`config.mk`:
```
export PLATFORM = sky130hd
export DESIGN_NAME = yonga_lz4_stream_decoder
export DESIGN_NICKNAME = d
export VERILOG_FILES = /design/src/rtl/yonga_lz4_stream_decoder.sv
export SDC_FILE = /design/constraint.sdc
export NUM_CORES = 1
export LEC_CHECK = 0
export CAP_MARGIN = 30
export CORE_MARGIN = 2
export CORE_UTILIZATION = 45
export DETAILED_ROUTE_END_ITERATION = 10
export PLACE_DENSITY_LB_ADDON = 0.3
export SLEW_MARGIN = 0
export SYNTH_ARGS = -nofsm -noshare
export SYNTH_HDL_FRONTEND = slang
export SYNTH_SLANG_ARGS = --single-unit
```
`constraint.sdc`:
```
create_clock -name clk -period 4.68 [get_ports clk]
set_input_delay 1.404 -clock clk [delete_from_list [all_inputs] [get_ports clk]]
set_output_delay 1.404 -clock clk [all_outputs]
set_load 0.02 [all_outputs]
```
`src/rtl/yonga_lz4_stream_decoder.sv`:
```
// LZ4 frame/block decoder between a compressed and a decompressed valid/ready stream.
// Uses an external circular history RAM. Define YONGA_LZ4_ERR_CHECK_EN to add error trapping.
module yonga_lz4_stream_decoder #(
  parameter int HIST_AW = 7,
  parameter int LEN_W   = 17,
  parameter int BLK_W   = 31
) (
  input  logic               clk,
  input  logic               rstn,
  input  logic               i_enable,
  input  logic               i_in_valid,
  output logic               o_in_ready,
  input  logic [7:0]         i_in_data,
  output logic               o_out_valid,
  input  logic               i_out_ready,
  output logic [7:0]         o_out_data,
  output logic               o_hist_rd_en,
  output logic [HIST_AW-1:0] o_hist_rd_addr,
  input  logic [7:0]         i_hist_rd_data,
  output logic               o_hist_wr_en,
  output logic [HIST_AW-1:0] o_hist_wr_addr,
  output logic [7:0]         o_hist_wr_data,
  output logic               o_idle,
  output logic               o_block_done,
  output logic               o_error
);
  typedef enum logic [3:0] {
    S_IDLE, S_BSIZE, S_TOKEN, S_LIT_EXT, S_LIT, S_OFFSET, S_MAT_EXT,
    S_COPY_RD, S_COPY_WR, S_RAW, S_EOB
`ifdef YONGA_LZ4_ERR_CHECK_EN
    , S_ERROR
`endif
  } state_t;

  state_t             r_state;
  logic [1:0]         r_cnt;
  logic [23:0]        r_size;
  logic [BLK_W-1:0]   r_rem;
  logic [LEN_W-1:0]   r_lit;
  logic [LEN_W-1:0]   r_mlen;
  logic [15:0]        r_off;
  logic [3:0]         r_tok_m;
  logic [HIST_AW-1:0] r_wr_ptr;
  logic               r_out_valid;
  logic [7:0]         r_out_data;
  logic               r_idle;
  logic               r_block_done;

  logic               w_can_load;
  logic               w_in_fire;
  logic               w_load;
  logic [7:0]         w_load_data;
  logic [BLK_W-1:0]   w_rem_dec;
  logic [31:0]        w_size;
  logic [15:0]        w_off;
  logic [LEN_W-1:0]   w_lit_sum;
  logic [LEN_W-1:0]   w_mlen_sum;

  assign w_can_load  = !r_out_valid || i_out_ready;
  assign w_in_fire   = i_in_valid && o_in_ready;
  assign w_load      = (r_state == S_COPY_WR) ||
                       (w_in_fire && (r_state == S_LIT || r_state == S_RAW));
  assign w_load_data = (r_state == S_COPY_WR) ? i_hist_rd_data : i_in_data;
  assign w_rem_dec   = r_rem - 1'b1;
  assign w_size      = {i_in_data, r_size};
  assign w_off       = {i_in_data, r_off[7:0]};

`ifdef YONGA_LZ4_ERR_CHECK_EN
  localparam logic [16:0] DEPTH = 17'(1 << HIST_AW);
  logic w_lit_ovf, w_mlen_ovf, w_err, r_error;
  assign {w_lit_ovf, w_lit_sum}   = {1'b0, r_lit} + (LEN_W+1)'(i_in_data);
  assign {w_mlen_ovf, w_mlen_sum} = {1'b0, r_mlen} + (LEN_W+1)'(i_in_data);

  // Malformed streams: zero/out-of-window offsets, length overflow, block ending mid-sequence.
  always_comb begin
    w_err = 1'b0;
    if (w_in_fire) begin
      case (r_state)
        S_TOKEN:   w_err = (w_rem_dec == '0);
        S_LIT_EXT: w_err = w_lit_ovf || (w_rem_dec == '0);
        S_OFFSET:  w_err = (r_cnt == 2'd0) ? (w_rem_dec == '0) :
                           ((w_off == '0) || ({1'b0, w_off} > DEPTH) ||
                            ((r_tok_m == 4'hF) && (w_rem_dec == '0)));
        S_MAT_EXT: w_err = w_mlen_ovf || ((w_rem_dec == '0) && (i_in_data == 8'hFF));
        default:   w_err = 1'b0;
      endcase
    end
  end
  assign o_error = r_error;
`else
  assign w_lit_sum  = r_lit + LEN_W'(i_in_data);
  assign w_mlen_sum = r_mlen + LEN_W'(i_in_data);
  assign o_error    = 1'b0;
`endif

  always_comb begin
    o_in_ready = 1'b0;
    if (i_enable) begin
      case (r_state)
        S_BSIZE, S_TOKEN, S_LIT_EXT, S_OFFSET, S_MAT_EXT, S_EOB: o_in_ready = 1'b1;
        S_LIT, S_RAW: o_in_ready = w_can_load;
        default:      o_in_ready = 1'b0;
      endcase
    end
  end

  // The write lands at the edge that loads the output, so a read one cycle later sees it.
  assign o_hist_rd_en   = (r_state == S_COPY_RD) && i_enable && w_can_load;
  assign o_hist_rd_addr = r_wr_ptr - r_off[HIST_AW-1:0];
  assign o_hist_wr_en   = w_load;
  assign o_hist_wr_addr = r_wr_ptr;
  assign o_hist_wr_data = w_load_data;
  assign o_out_valid    = r_out_valid;
  assign o_out_data     = r_out_data;
  assign o_idle         = r_idle;
  assign o_block_done   = r_block_done;

  always_ff @(posedge clk or negedge rstn) begin
    if (!rstn) begin
      r_state      <= S_IDLE;
      r_cnt        <= '0;
      r_size       <= '0;
      r_rem        <= '0;
      r_lit        <= '0;
      r_mlen       <= '0;
      r_off        <= '0;
      r_tok_m      <= '0;
      r_wr_ptr     <= '0;
      r_out_valid  <= 1'b0;
      r_out_data   <= '0;
      r_idle       <= 1'b1;
      r_block_done <= 1'b0;
`ifdef YONGA_LZ4_ERR_CHECK_EN
      r_error      <= 1'b0;
`endif
    end else begin
      r_block_done <= 1'b0;
      if (w_load) begin
        r_out_valid <= 1'b1;
        r_out_data  <= w_load_data;
        r_wr_ptr    <= r_wr_ptr + 1'b1;
      end else if (i_out_ready) begin
        r_out_valid <= 1'b0;
      end

      case (r_state)
        S_IDLE: if (i_enable && i_in_valid) begin
          r_state <= S_BSIZE;
          r_idle  <= 1'b0;
        end
        // An end mark that is not all zero is the next frame's size word.
        S_BSIZE, S_EOB: if (w_in_fire) begin
          r_size <= {i_in_data, r_size[23:8]};
          r_cnt  <= r_cnt + 2'd1;
          if (r_cnt == 2'd3) begin
            if (r_state == S_EOB && w_size == '0) begin
              r_state <= S_IDLE;
              r_idle  <= 1'b1;
            end else if (w_size[30:0] == '0) begin
              r_state      <= S_EOB;
              r_block_done <= 1'b1;
            end else begin
              r_rem   <= BLK_W'(w_size[30:0]);
              r_state <= w_size[31] ? S_RAW : S_TOKEN;
            end
          end
        end
        S_RAW: if (w_in_fire) begin
          r_rem <= w_rem_dec;
          if (w_rem_dec == '0) begin
            r_state      <= S_EOB;
            r_block_done <= 1'b1;
          end
        end
        S_TOKEN: if (w_in_fire) begin
          r_rem   <= w_rem_dec;
          r_tok_m <= i_in_data[3:0];
          r_lit   <= LEN_W'(i_in_data[7:4]);
          r_mlen  <= LEN_W'(i_in_data[3:0]) + LEN_W'(4);
          if (i_in_data[7:4] == 4'hF)      r_state <= S_LIT_EXT;
          else if (i_in_data[7:4] == 4'h0) r_state <= S_OFFSET;
          else                             r_state <= S_LIT;
        end
        S_LIT_EXT: if (w_in_fire) begin
          r_rem <= w_rem_dec;
          r_lit <= w_lit_sum;
          if (i_in_data != 8'hFF) r_state <= (w_lit_sum == '0) ? S_OFFSET : S_LIT;
        end
        S_LIT: if (w_in_fire) begin
          r_rem <= w_rem_dec;
          r_lit <= r_lit - 1'b1;
          if (r_lit == LEN_W'(1)) begin
            if (w_rem_dec == '0) begin
              r_state      <= S_EOB;
              r_block_done <= 1'b1;
            end else begin
              r_state <= S_OFFSET;
            end
          end
        end
        S_OFFSET: if (w_in_fire) begin
          r_rem <= w_rem_dec;
          if (r_cnt == 2'd0) begin
            r_off[7:0] <= i_in_data;
            r_cnt      <= 2'd1;
          end else begin
            r_off <= w_off;
            r_cnt <= 2'd0;
            if (w_off == '0) begin
              r_state      <= (w_rem_dec == '0) ? S_EOB : S_TOKEN;
              r_block_done <= (w_rem_dec == '0);
            end else begin
              r_state <= (r_tok_m == 4'hF) ? S_MAT_EXT : S_COPY_RD;
            end
          end
        end
        S_MAT_EXT: if (w_in_fire) begin
          r_rem  <= w_rem_dec;
          r_mlen <= w_mlen_sum;
          if (i_in_data != 8'hFF) r_state <= S_COPY_RD;
        end
        S_COPY_RD: if (o_hist_rd_en) r_state <= S_COPY_WR;
        S_COPY_WR: begin
          r_mlen <= r_mlen - 1'b1;
          if (r_mlen == LEN_W'(1)) begin
            r_state      <= (r_rem == '0) ? S_EOB : S_TOKEN;
            r_block_done <= (r_rem == '0);
          end else begin
            r_state <= S_COPY_RD;
          end
        end
        default: r_state <= r_state;
      endcase

`ifdef YONGA_LZ4_ERR_CHECK_EN
      if (w_err) begin
        r_state      <= S_ERROR;
        r_error      <= 1'b1;
        r_block_done <= 1'b0;
      end
`endif
    end
  end
endmodule

```
# [After elaboration in Yosys (flattened, before gate mapping)]
# Cells that the tools add are included.
[totals] reg_bits=125 inputBits=21 output_inout_bits=37 wordCells=164
[op_classes] n_addsub=9 n_eq_ne=35 mux=68 reduce_logical=39
[ops] op="2-to-1 mux 31 bit" count=5
[ops] op="one-hot mux 17 bit (3 select lines)" count=2
[ops] op="logical NOT 31 bit" count=3
[ops] op="2-to-1 mux 4 bit" count=23
[ops] op="2-to-1 mux 17 bit" count=5
[ops] op="one-hot mux 31 bit (2 select lines)" count=1
[ops] op="one-hot mux 4 bit (10 select lines)" count=1
[ops] op="adder 17 x 8 -> 17 bit" count=2
[ops] op="equality test 17 x 1 -> 1 bit (second input constant)" count=2
[ops] op="subtractor 17 x 1 -> 17 bit (second input constant)" count=2
[ops] op="logical NOT 32 bit" count=1
[ops] op="!= test 2 bit (second input constant)" count=16
[ops] op="subtractor 31 x 1 -> 31 bit (second input constant)" count=1
[ops] op="2-to-1 mux 1 bit" count=23
[ops] op="equality test 4 bit (second input constant)" count=5
[ops] op="logical NOT 17 bit" count=1
[ops] op="equality test 4 x 3 -> 1 bit (second input constant)" count=4
[ops] op="logical NOT 16 bit" count=1
[ops] op="AND reduction 16 bit" count=1
[ops] op="OR reduction 6 bit" count=2
[ops] op="nonzero test 10 bit" count=1
[ops] op="AND reduction 3 bit" count=3
[ops] op="equality test 4 x 2 -> 1 bit (second input constant)" count=2
[ops] op="logical NOT 4 bit" count=2
[ops] op="25 further kinds" count=42

# [Logic depth before layout (Yosys ltp)]
# Gate-level depths: netlist of the first run.
[logic_depth] word_depth=8 mapped_depth=11 ltp_nobuf=10

# [Worst setup path after synthesis of the first run]
# OpenSTA, ideal clock, no wires.
[synth_timing] path_kind="input-to-output" from="in i_out_ready" to="out o_hist_wr_en" arrival_time_ns=2.897 required_time_ns=3.276 slack_ns=0.379 path_stages=6 path_buffers=1 cell_sequence="nand2b_1 -> a21oi_1 -> a21oi_1 -> o211ai_1 -> o21ai_1 -> clkbuf_1"
[synth_between] elab_chain_cells=6
[synth_rtl] item="start, declared" line_no="15" text="input logic i_out_ready,"
[synth_rtl] item="logical OR 1 bit" line_no="59" text="assign w_can_load = !r_out_valid || i_out_ready;"
[synth_rtl] item="one-hot mux 1 bit (2 select lines)" line_no="99" text="case (r_state)"
[synth_rtl] item="2-to-1 mux 1 bit" line_no="98" text="if (i_enable) begin"
[synth_rtl] item="logical AND 1 bit" line_no="60" text="assign w_in_fire = i_in_valid && o_in_ready;"
[synth_rtl] item="logical AND 1 bit" line_no="62" text="(w_in_fire && (r_state == S_LIT || r_state == S_RAW));"
[synth_rtl] item="logical OR 1 bit" line_no="61" text="assign w_load = (r_state == S_COPY_WR) ||"
[synth_rtl] item="end, declared" line_no="20" text="output logic o_hist_wr_en,"
# No other way between the ends.

# [Worst setup path in the final report of the first run]
[layout_timing] from="in i_out_ready" to="out o_hist_rd_en"
[layout_between] elab_chain_cells=2
[layout_rtl] item="logical OR 1 bit" line_no="59"
[layout_rtl] item="logical AND 1 bit" line_no="108" text="assign o_hist_rd_en = (r_state == S_COPY_RD) && i_enable && w_can_load;"
[layout_rtl] item="end, declared" line_no="17" text="output logic o_hist_rd_en,"
# No other way between the ends.

==> impl_summary.txt, run 1 <==
----------------------------------------------------
[Place]
  Final Wtd Congestion ... around 0.97
  HPWL after detailed placement ... 17.8 mm
  Place WS ... 0.0568 ns
  Placed standard-cell area ... 9830 um2
  Port Buffers ... 56

[Global route]
  Pin count of the biggest net entering global routing ... between 70 and 80
  Antenna violations before repair ... 0
  Via count of the first global-routing pass ... 7987
  Total congestion overflow ... 0
  Global-route wire length before repair ... 41.2 mm
  Total GRT Usage ... 25.2%

[Timing]
  RSZ-0062 raised after global routing ... false
  Final Hold Viols ... 0
  Worst slack on hold paths ... 0.486 ns
  Headroom to the max-slew limit ... 47.1%
  Slew at the pin closest to its max-slew limit ... between 0.7 and 0.8 ns
  Minimum period implied by the final worst setup slack ... 4.60 ns
  Number of pins with negative max-slew slack in the final report ... 0
  Final-layout setup total negative slack ... 0 ns
  Max Clock Freq ... 218 MHz
  Final count of negative-setup-slack endpoints ... 0
  Post-Route Skew ... between 0.015 and 0.02 ns
  Final worst path period share ... 98.2%
  Worst setup slack after layout ... around 0.083 ns

[Critical path]
  Nature of the critical path endpoint ... output pin
  Capture instance of the worst register-to-register path ... o_block_done$_DFF_PN0_
  Worst Setup Start Kind ... input port
  Required time at the endpoint of the critical path ... ~3.3 ns
  Arrival time worst endpoint ... 3.19 ns
  Cell depth of the worst flop-to-flop path ... 7
  Worst setup path end ... o_hist_rd_en
  Critical path class ... in -> out
  Reg-to-reg startpoint ... r_rem[12]$_DFFE_PN0P_
  Critical-path maximum fanout ... 3
  Launching instance or port of the critical path ... i_out_ready
  Flop-to-flop setup slack ... 1.34 ns

[Final layout]
  Share of final-layout standard cells stronger than drive strength 1 ... between 10% and 20%
  Number of fill cells ... approximately 1.8k
  Post-synthesis to final-layout area growth ... 17.8%
  Number of diodes ... 0
  Layout net count ... approximately 1.2k
  Cell area after layout ... 10400 um2

[Synth]
  Post-synth ARST share ... 100%
  Simple-gate portion of the synthesized area ... a little under a quarter
  Net count of the mapped netlist ... 1130
  Average cell area after synthesis ... 8.24 um2
  Synthesized-area fraction occupied by adder cells ... 5.35%
  Post-synth design cell area ... approximately 9000 um2
  Flip-flop and latch count after synthesis ... 125
  Sequential element share of the synthesized area ... 35.4%
  Count of cell types in the netlist ... 76
  Instance count of the mapped netlist ... 1073
  Synthesized-area fraction occupied by ao, oa, aoi and oai cells ... between 20 and 25%
  Main combinational cell family by area after synthesis ... compound AO/OA/AOI/OAI gates
  Synthesis Warnings ... 0
  Post-synth top flop ... dfrtp_1
  Xor and xnor fraction of the mapped netlist area ... approximately 3.8%
  Number of synthesized flops with an enable pin ... 0
  Post-synthesis mux area share ... 5.42%

[Status]
  Outcome ... complete, no violations

[Floorplanning]
  Vertical die dimension ... 144 um
  Area of the core ... 19300 um2
  Die width ... 144 um
  Full die area ... between 20000 and 25000 um2
  Site row count ... 51
  Starting density of the core ... 45.7%
  IO Pins ... 58

[Pwr]
  Worst IR drop on VDD ... 0.369 mV
  Pleak ... 0.00422 uW
  Power Density ... 694 nW/um2

[Detailed routing]
  Post-route ant nets ... 0
  Metal3 WL ... 1.74 mm
  Via count of the routed design ... 8603
  Average via count per standard cell ... around 6
  Drt pass-1 iters ... 5
  Top routing layer in use ... met4
  Total routed wirelength ... around 25 mm
  Post-Route M1 WL ... 11.2 mm
  Drc violations ... 0
  Met2 Routed Length ... 11.9 mm
  Mean routed wirelength per cell ... about 18 um
  1st-iter DRT viols ... 577

[Min path]
  Class of the tightest hold or removal check ... reg -> reg

[Clock network]
  Clock Pin Slew Worst Setup and Hold Paths ... 0.06 ns
  Clock latency at the later pin of the worst-skew pair ... 0.43 ns
  TritonCTS Buffers ... 17
  Cell at the root of the clock tree ... clkbuf_16
  Clock tree from TritonCTS ... built
  Post-CTS Hold Buffers ... 0
  Buffers from clock root to sink, at most ... 2
  Maximum level of the CTS H-tree ... 4
  Number of clock sinks ... ~130

[Run]
  Total of max-cap violations ... 0

----------------------------------------------------
how the worst min path moves through the flow:
stage | from | to | slack [ns] | depth (start not counted)
6_report | r_tok_m[3]$_DFFE_PN0P_ | r_tok_m[3]$_DFFE_PN0P_ | 0.49 | 2
5_1_grt | o_out_data[7]$_DFFE_PN0P_ | o_out_data[7]$_DFFE_PN0P_ | 0.52 | 1
4_1_cts | r_tok_m[3]$_DFFE_PN0P_ | r_tok_m[3]$_DFFE_PN0P_ | 0.49 | 2
3_5_place_dp | r_tok_m[3]$_DFFE_PN0P_ | r_tok_m[3]$_DFFE_PN0P_ | 0.48 | 2
3_3_place_gp | r_tok_m[3]$_DFFE_PN0P_ | r_tok_m[3]$_DFFE_PN0P_ | 0.47 | 2
2_1_floorplan | r_tok_m[3]$_DFFE_PN0P_ | r_tok_m[3]$_DFFE_PN0P_ | 0.45 | 2
power by group:
part           internal [uW]  switching [uW]
clock                    803             540
combinational           1590            2220
sequential              1480             573
total                   3880            3340
kinds of logic after synthesis:
logic type	after synthesis
AND/OR/NAND/NOR	400
AO/OA/AOI/OAI	335
flip-flops	125
buffers and inverters	95
multiplexers	43
XOR/XNOR	38
adder cells (fa/ha/maj)	36
other	1
layer usage:
metal / vias to the layer above / global-route usage, %
met2: 348 / 39.7
met1: 4120 / 34.3
met5: - / 0
met3: 53 / 5.46
met4: 0 / 8.64
li1: 4082 / -
placed cells by master, fill, tap and decap left out, drive strengths merged, types with 7 or more instances in the layout:
master,netlist,routed
nand2,101,101
o22ai,13,13
nor2b,10,10
a21oi,98,98
a31oi,17,17
nor3,56,56
nand3,34,34
clkdlybuf4s50,0,54
xnor2,28,28
xor2,10,10
or4,8,8
o31ai,12,12
inv,32,36
a221oi,7,7
ha,33,33
o21ai,109,109
nand4,16,16
nand2b,13,13
mux2,39,39
clkbuf,53,20
dfrtp,124,124
a21o,11,11
buf,10,41
nor4,26,26
a211oi,9,9
or3,11,11
nor2,87,87
and3,8,8
synth_stat cells (12+ instances only):
cell type  number  area, um2
ha_1           33        413
nand2_1       101        379
mux2_2         39        439
nor4_1         26        163
dfrtp_1       124       3100
nand2b_1       13       81.3
nor3_1         56        280
a21oi_1        96        480
xnor2_1        28        245
nand4_1        15       93.8
o31ai_1        12       90.1
nor2_1         87        327
a31oi_1        17        106
o22ai_1        12       75.1
o21ai_0       100        500
inv_1          31        116
nand3_1        34        170
clkbuf_1       52        195
worst max-delay path, stage by stage:
cell and delay, ns:
clkdlybuf4s50_1 0.47, nand2b_1 0.13, buf_4 0.13, nand2_1 0.08, nor3_1 0.23, buf_4 0.17
clkdlybuf4s50_1 0.59
state kept, by name (all words and copies together) (netlist names):
register        count
r_tok_m             4
o_hist_wr_addr      7
r_off               8
r_size             24
o_out_data          8
o_idle              1
r_cnt               2
r_rem              31
r_state             4
r_lit              17
r_mlen             17
o_out_valid         1
o_block_done        1
timing repair:
action	CTS	global route
endpoints found under the setup margin	0	1
resized for setup	0	1
setup buffers	0	0
stage by stage:
stage	power, uW	std cells	util (%)
6_report	7220	1403	53.8
5_1_grt	7740	1403	53.8
4_1_cts	7190	1403	53.8
3_5_place_dp	5810	1371	50.8
3_3_place_gp	5720	1370	50.7
2_1_floorplan	4610	1073	-
final cells by class:
cell class	instances	area, um2	area share [%]
Clock buffer	20	447	4.29
Clock inverter	12	135	1.30
Inverter	32	120	1.15
Multi-Input combinational cell	853	5360	51.5
Sequential cell	125	3130	30.1
Tap cell	265	332	3.19
Timing Repair Buffer	96	885	8.50
No activity file was read; power rests on OpenSTA's default activity.
==> run 2, diff against run 1 <==
--- a/config.mk
+++ b/config.mk
@@ -10,6 +10,8 @@
 export CORE_UTILIZATION = 45
 export DETAILED_ROUTE_END_ITERATION = 10
 export PLACE_DENSITY_LB_ADDON = 0.3
+export RECOVER_POWER = 100
+export SETUP_SLACK_MARGIN = 0.05
 export SLEW_MARGIN = 0
 export SYNTH_ARGS = -nofsm -noshare
 export SYNTH_HDL_FRONTEND = slang
==> impl_summary.txt, run 2 (same netlist as run 1, synthesis figures left out) <==
----------------------------------------------------
[Global route]
  Global-route wire length before repair ... 41.2 mm (unchanged)
  Antenna violations before repair ... 0 (unchanged)
  Via count of the first global-routing pass ... 7987 (unchanged)
  Total GRT Usage ... 25.2% (unchanged)
  Total congestion overflow ... 0 (unchanged)
  Pin count of the biggest net entering global routing ... 79 (unchanged)

[Clock network]
  Number of clock sinks ... 125 (unchanged)
  Number of buffers inserted to repair setup after CTS ... 0 (unchanged)
  Post-CTS Hold Buffers ... 0 (unchanged)
  TritonCTS Buffers ... 17 (unchanged)
  Clock latency at the later pin of the worst-skew pair ... 0.43 ns (about the same)
  Maximum level of the CTS H-tree ... 4 (unchanged)
  Clock Pin Slew Worst Setup and Hold Paths ... 0.06 ns (about the same)
  Cell at the root of the clock tree ... clkbuf_16
  Clock tree from TritonCTS ... built
  Buffers from clock root to sink, at most ... 2 (unchanged)

[Detailed routing]
  Drt pass-1 iters ... 6 (+1)
  Via count of the routed design ... 8618 (+0.17%)
  Total routed wirelength ... 25.5 mm (+0.14%)
  Mean routed wirelength per cell ... 18.2 um (+0.14%)
  Post-route ant nets ... 0 (unchanged)
  1st-iter DRT viols ... 522 (-9.5%)
  Drc violations ... 0 (unchanged)
  Average via count per standard cell ... 6.14 (+0.17%)

[Min path]
  Launch instance of the worst min-delay path ... r_tok_m[3]$_DFFE_PN0P_
  Class of the tightest hold or removal check ... reg -> reg
  End point of the worst hold path ... r_tok_m[3]$_DFFE_PN0P_
  Hold Crit Depth ... 2 (unchanged)

[Place]
  HPWL after detailed placement ... 17.8 mm (unchanged)
  Port Buffers ... 56 (unchanged)
  Final Wtd Congestion ... 0.967 (unchanged)

[Final layout]
  Reg with most FFs ... r_rem
  Post-synthesis to final-layout area growth ... 17.0%
  Number of diodes ... 0 (unchanged)
  Largest registers ... r_rem: 31 flops, r_size: 24 flops
  Layout net count ... 1182 (unchanged)
  Commonest cells after routing, fill and taps aside ... dfrtp_1, o21ai_0, nand2_1
  Most common library cell in the layout ignoring fill and taps ... dfrtp_1
  Number of fill cells ... 1764 (+0.74%)
  Share of final-layout standard cells stronger than drive strength 1 ... 10.1% (-1.1 points)
  Max reg flops ... 31 (unchanged)

[Timing]
  Max Clock Freq ... 221 MHz (+1.7%)
  Headroom to the max-slew limit ... -32.7% (-80 points)
  Minimum period implied by the final worst setup slack ... 4.52 ns (-0.0754 ns)
  Slew at the pin closest to its max-slew limit ... 1.99 ns (+1.20 ns)
  Post-Route Skew ... 0.0119 ns (-0.00322 ns)
  Number of pins with negative max-slew slack in the final report ... 110 (+110)
  Worst slack on hold paths ... 0.488 ns (+0.00191 ns)
  Final Hold Viols ... 0 (unchanged)
  Final-layout setup total negative slack ... 0 ns (unchanged)
  Final worst path period share ... 96.6% (-1.6 points)
  Final count of negative-setup-slack endpoints ... 0 (unchanged)
  RSZ-0062 raised after global routing ... false

[Status]
  Failing checks ... max-capacitance violations, max-slew violations
  Outcome ... complete, but fails checks

[Pwr]
  Pleak ... 0.00420 uW (-0.42%)
  Worst IR drop on VDD ... 0.347 mV (-6.0%)
  Power Density ... 689 nW/um2 (-0.61%)

[Critical path]
  Arrival time worst endpoint ... 3.12 ns (-0.07 ns)
  Critical-path maximum fanout ... 2 (-1)
  Worst Setup Start Kind ... input port
  Critical path class ... in -> out
  Reg-to-reg startpoint ... r_state[1]$_DFFE_PN0P_
  Required time at the endpoint of the critical path ... 3.28 ns (about the same)
  Cell depth of the worst flop-to-flop path ... 7 (unchanged)
  Nature of the critical path endpoint ... output pin
  Flop-to-flop setup slack ... 0.87 ns (-0.47 ns)
  Slowest stage cell, crit path ... clkdlybuf4s50_1
  Capture instance of the worst register-to-register path ... o_block_done$_DFF_PN0_
  Cell chain of the critical path ... clkdlybuf4s50_1, nand2b_1, a21oi_1, a21oi_1, buf_4, o211a_1, clkdlybuf4s50_1
  Highest cell delay on the worst timing path ... 0.61 ns (+0.02 ns)

[Floorplanning]
  Starting density of the core ... 45.7% (unchanged)
  Die width ... 144 um (unchanged)
  IO Pins ... 58 (unchanged)
  Vertical die dimension ... 144 um (unchanged)
  Full die area ... 20800 um2 (unchanged)
  Area of the core ... 19300 um2 (unchanged)
  Site row count ... 51 (unchanged)

[Run]
  Total of max-cap violations ... 2 (+2)

----------------------------------------------------
run 2: cell types whose count changed in the layout (fill, tap and decap cells not counted), moves of 2 or more:
cell	change
and2_1	-2
dlygate4sd3_1	+36
o21ai_0	+4
o21ai_1	-4
buf_4	-12
and2_0	+2
clkbuf_1	+11
clkbuf_2	+3
clkdlybuf4s50_1	-36
run 2: repair_timing:
action | 4_1_cts | 5_1_grt
hold endpoints to repair | 0 | 0
gates resized for setup | 0 | 2
setup endpoints to repair | 0 | 2
run 2: cell type report:
cell class                      instances  area, um2  share of cell area, %
Multi-Input combinational cell        853       5350                   51.8
Sequential cell                       125       3130                   30.3
Tap cell                              265        332                   3.21
Inverter                               32        120                   1.16
Clock buffer                           20        447                   4.32
Timing Repair Buffer                   96        827                   8.00
Clock inverter                         12        135                   1.31
run 2: report_power, final:
part | leakage, uW | switching, uW | internal, uW
clock | 0.000286 | 542 | 804
combinational | 0.00232 | 2210 | 1510
sequential | 0.00160 | 572 | 1490
total | 0.00420 | 3330 | 3800
run 2: critical path, delay by kind of cell:
kind,cells,cell delay (ns)
compound gates,3,0.38
buf+inv,3,1.20
simple gates,1,0.13
run 2: metal layers:
metal	track usage [%]	vias to the layer above	part of all wire, %
li1	-	4080	-
met1	34.3	4154	45
met2	39.7	336	47
met3	5.46	48	6.6
met4	8.64	0	2.1
met5	0	-	0
run 2: worst max path at each step:
stage,end,cells after the start,slack [ns],from
3_3_place_gp,o_hist_wr_en,7,0.07,i_out_ready
2_1_floorplan,o_hist_wr_en,6,0.38,i_out_ready
4_1_cts,o_hist_wr_en,7,0.05,i_out_ready
3_5_place_dp,o_hist_wr_en,7,0.06,i_out_ready
6_report,o_in_ready,7,0.16,i_out_ready
5_1_grt,o_in_ready,7,0.09,i_out_ready
run 2: through the flow:
stage	std cells	area (um2)	total power, uW	setup slack, ns	utilization [%]
after global placement	1370	9810	5720	0.0678	50.7
after floorplan	1073	8840	4610	0.379	-
after global routing	1403	10300	7650	0.0879	53.5
after CTS	1403	10400	7190	0.0513	53.8
after detailed placement	1371	9830	5810	0.0568	50.8
final	1403	10300	7130	0.159	53.5
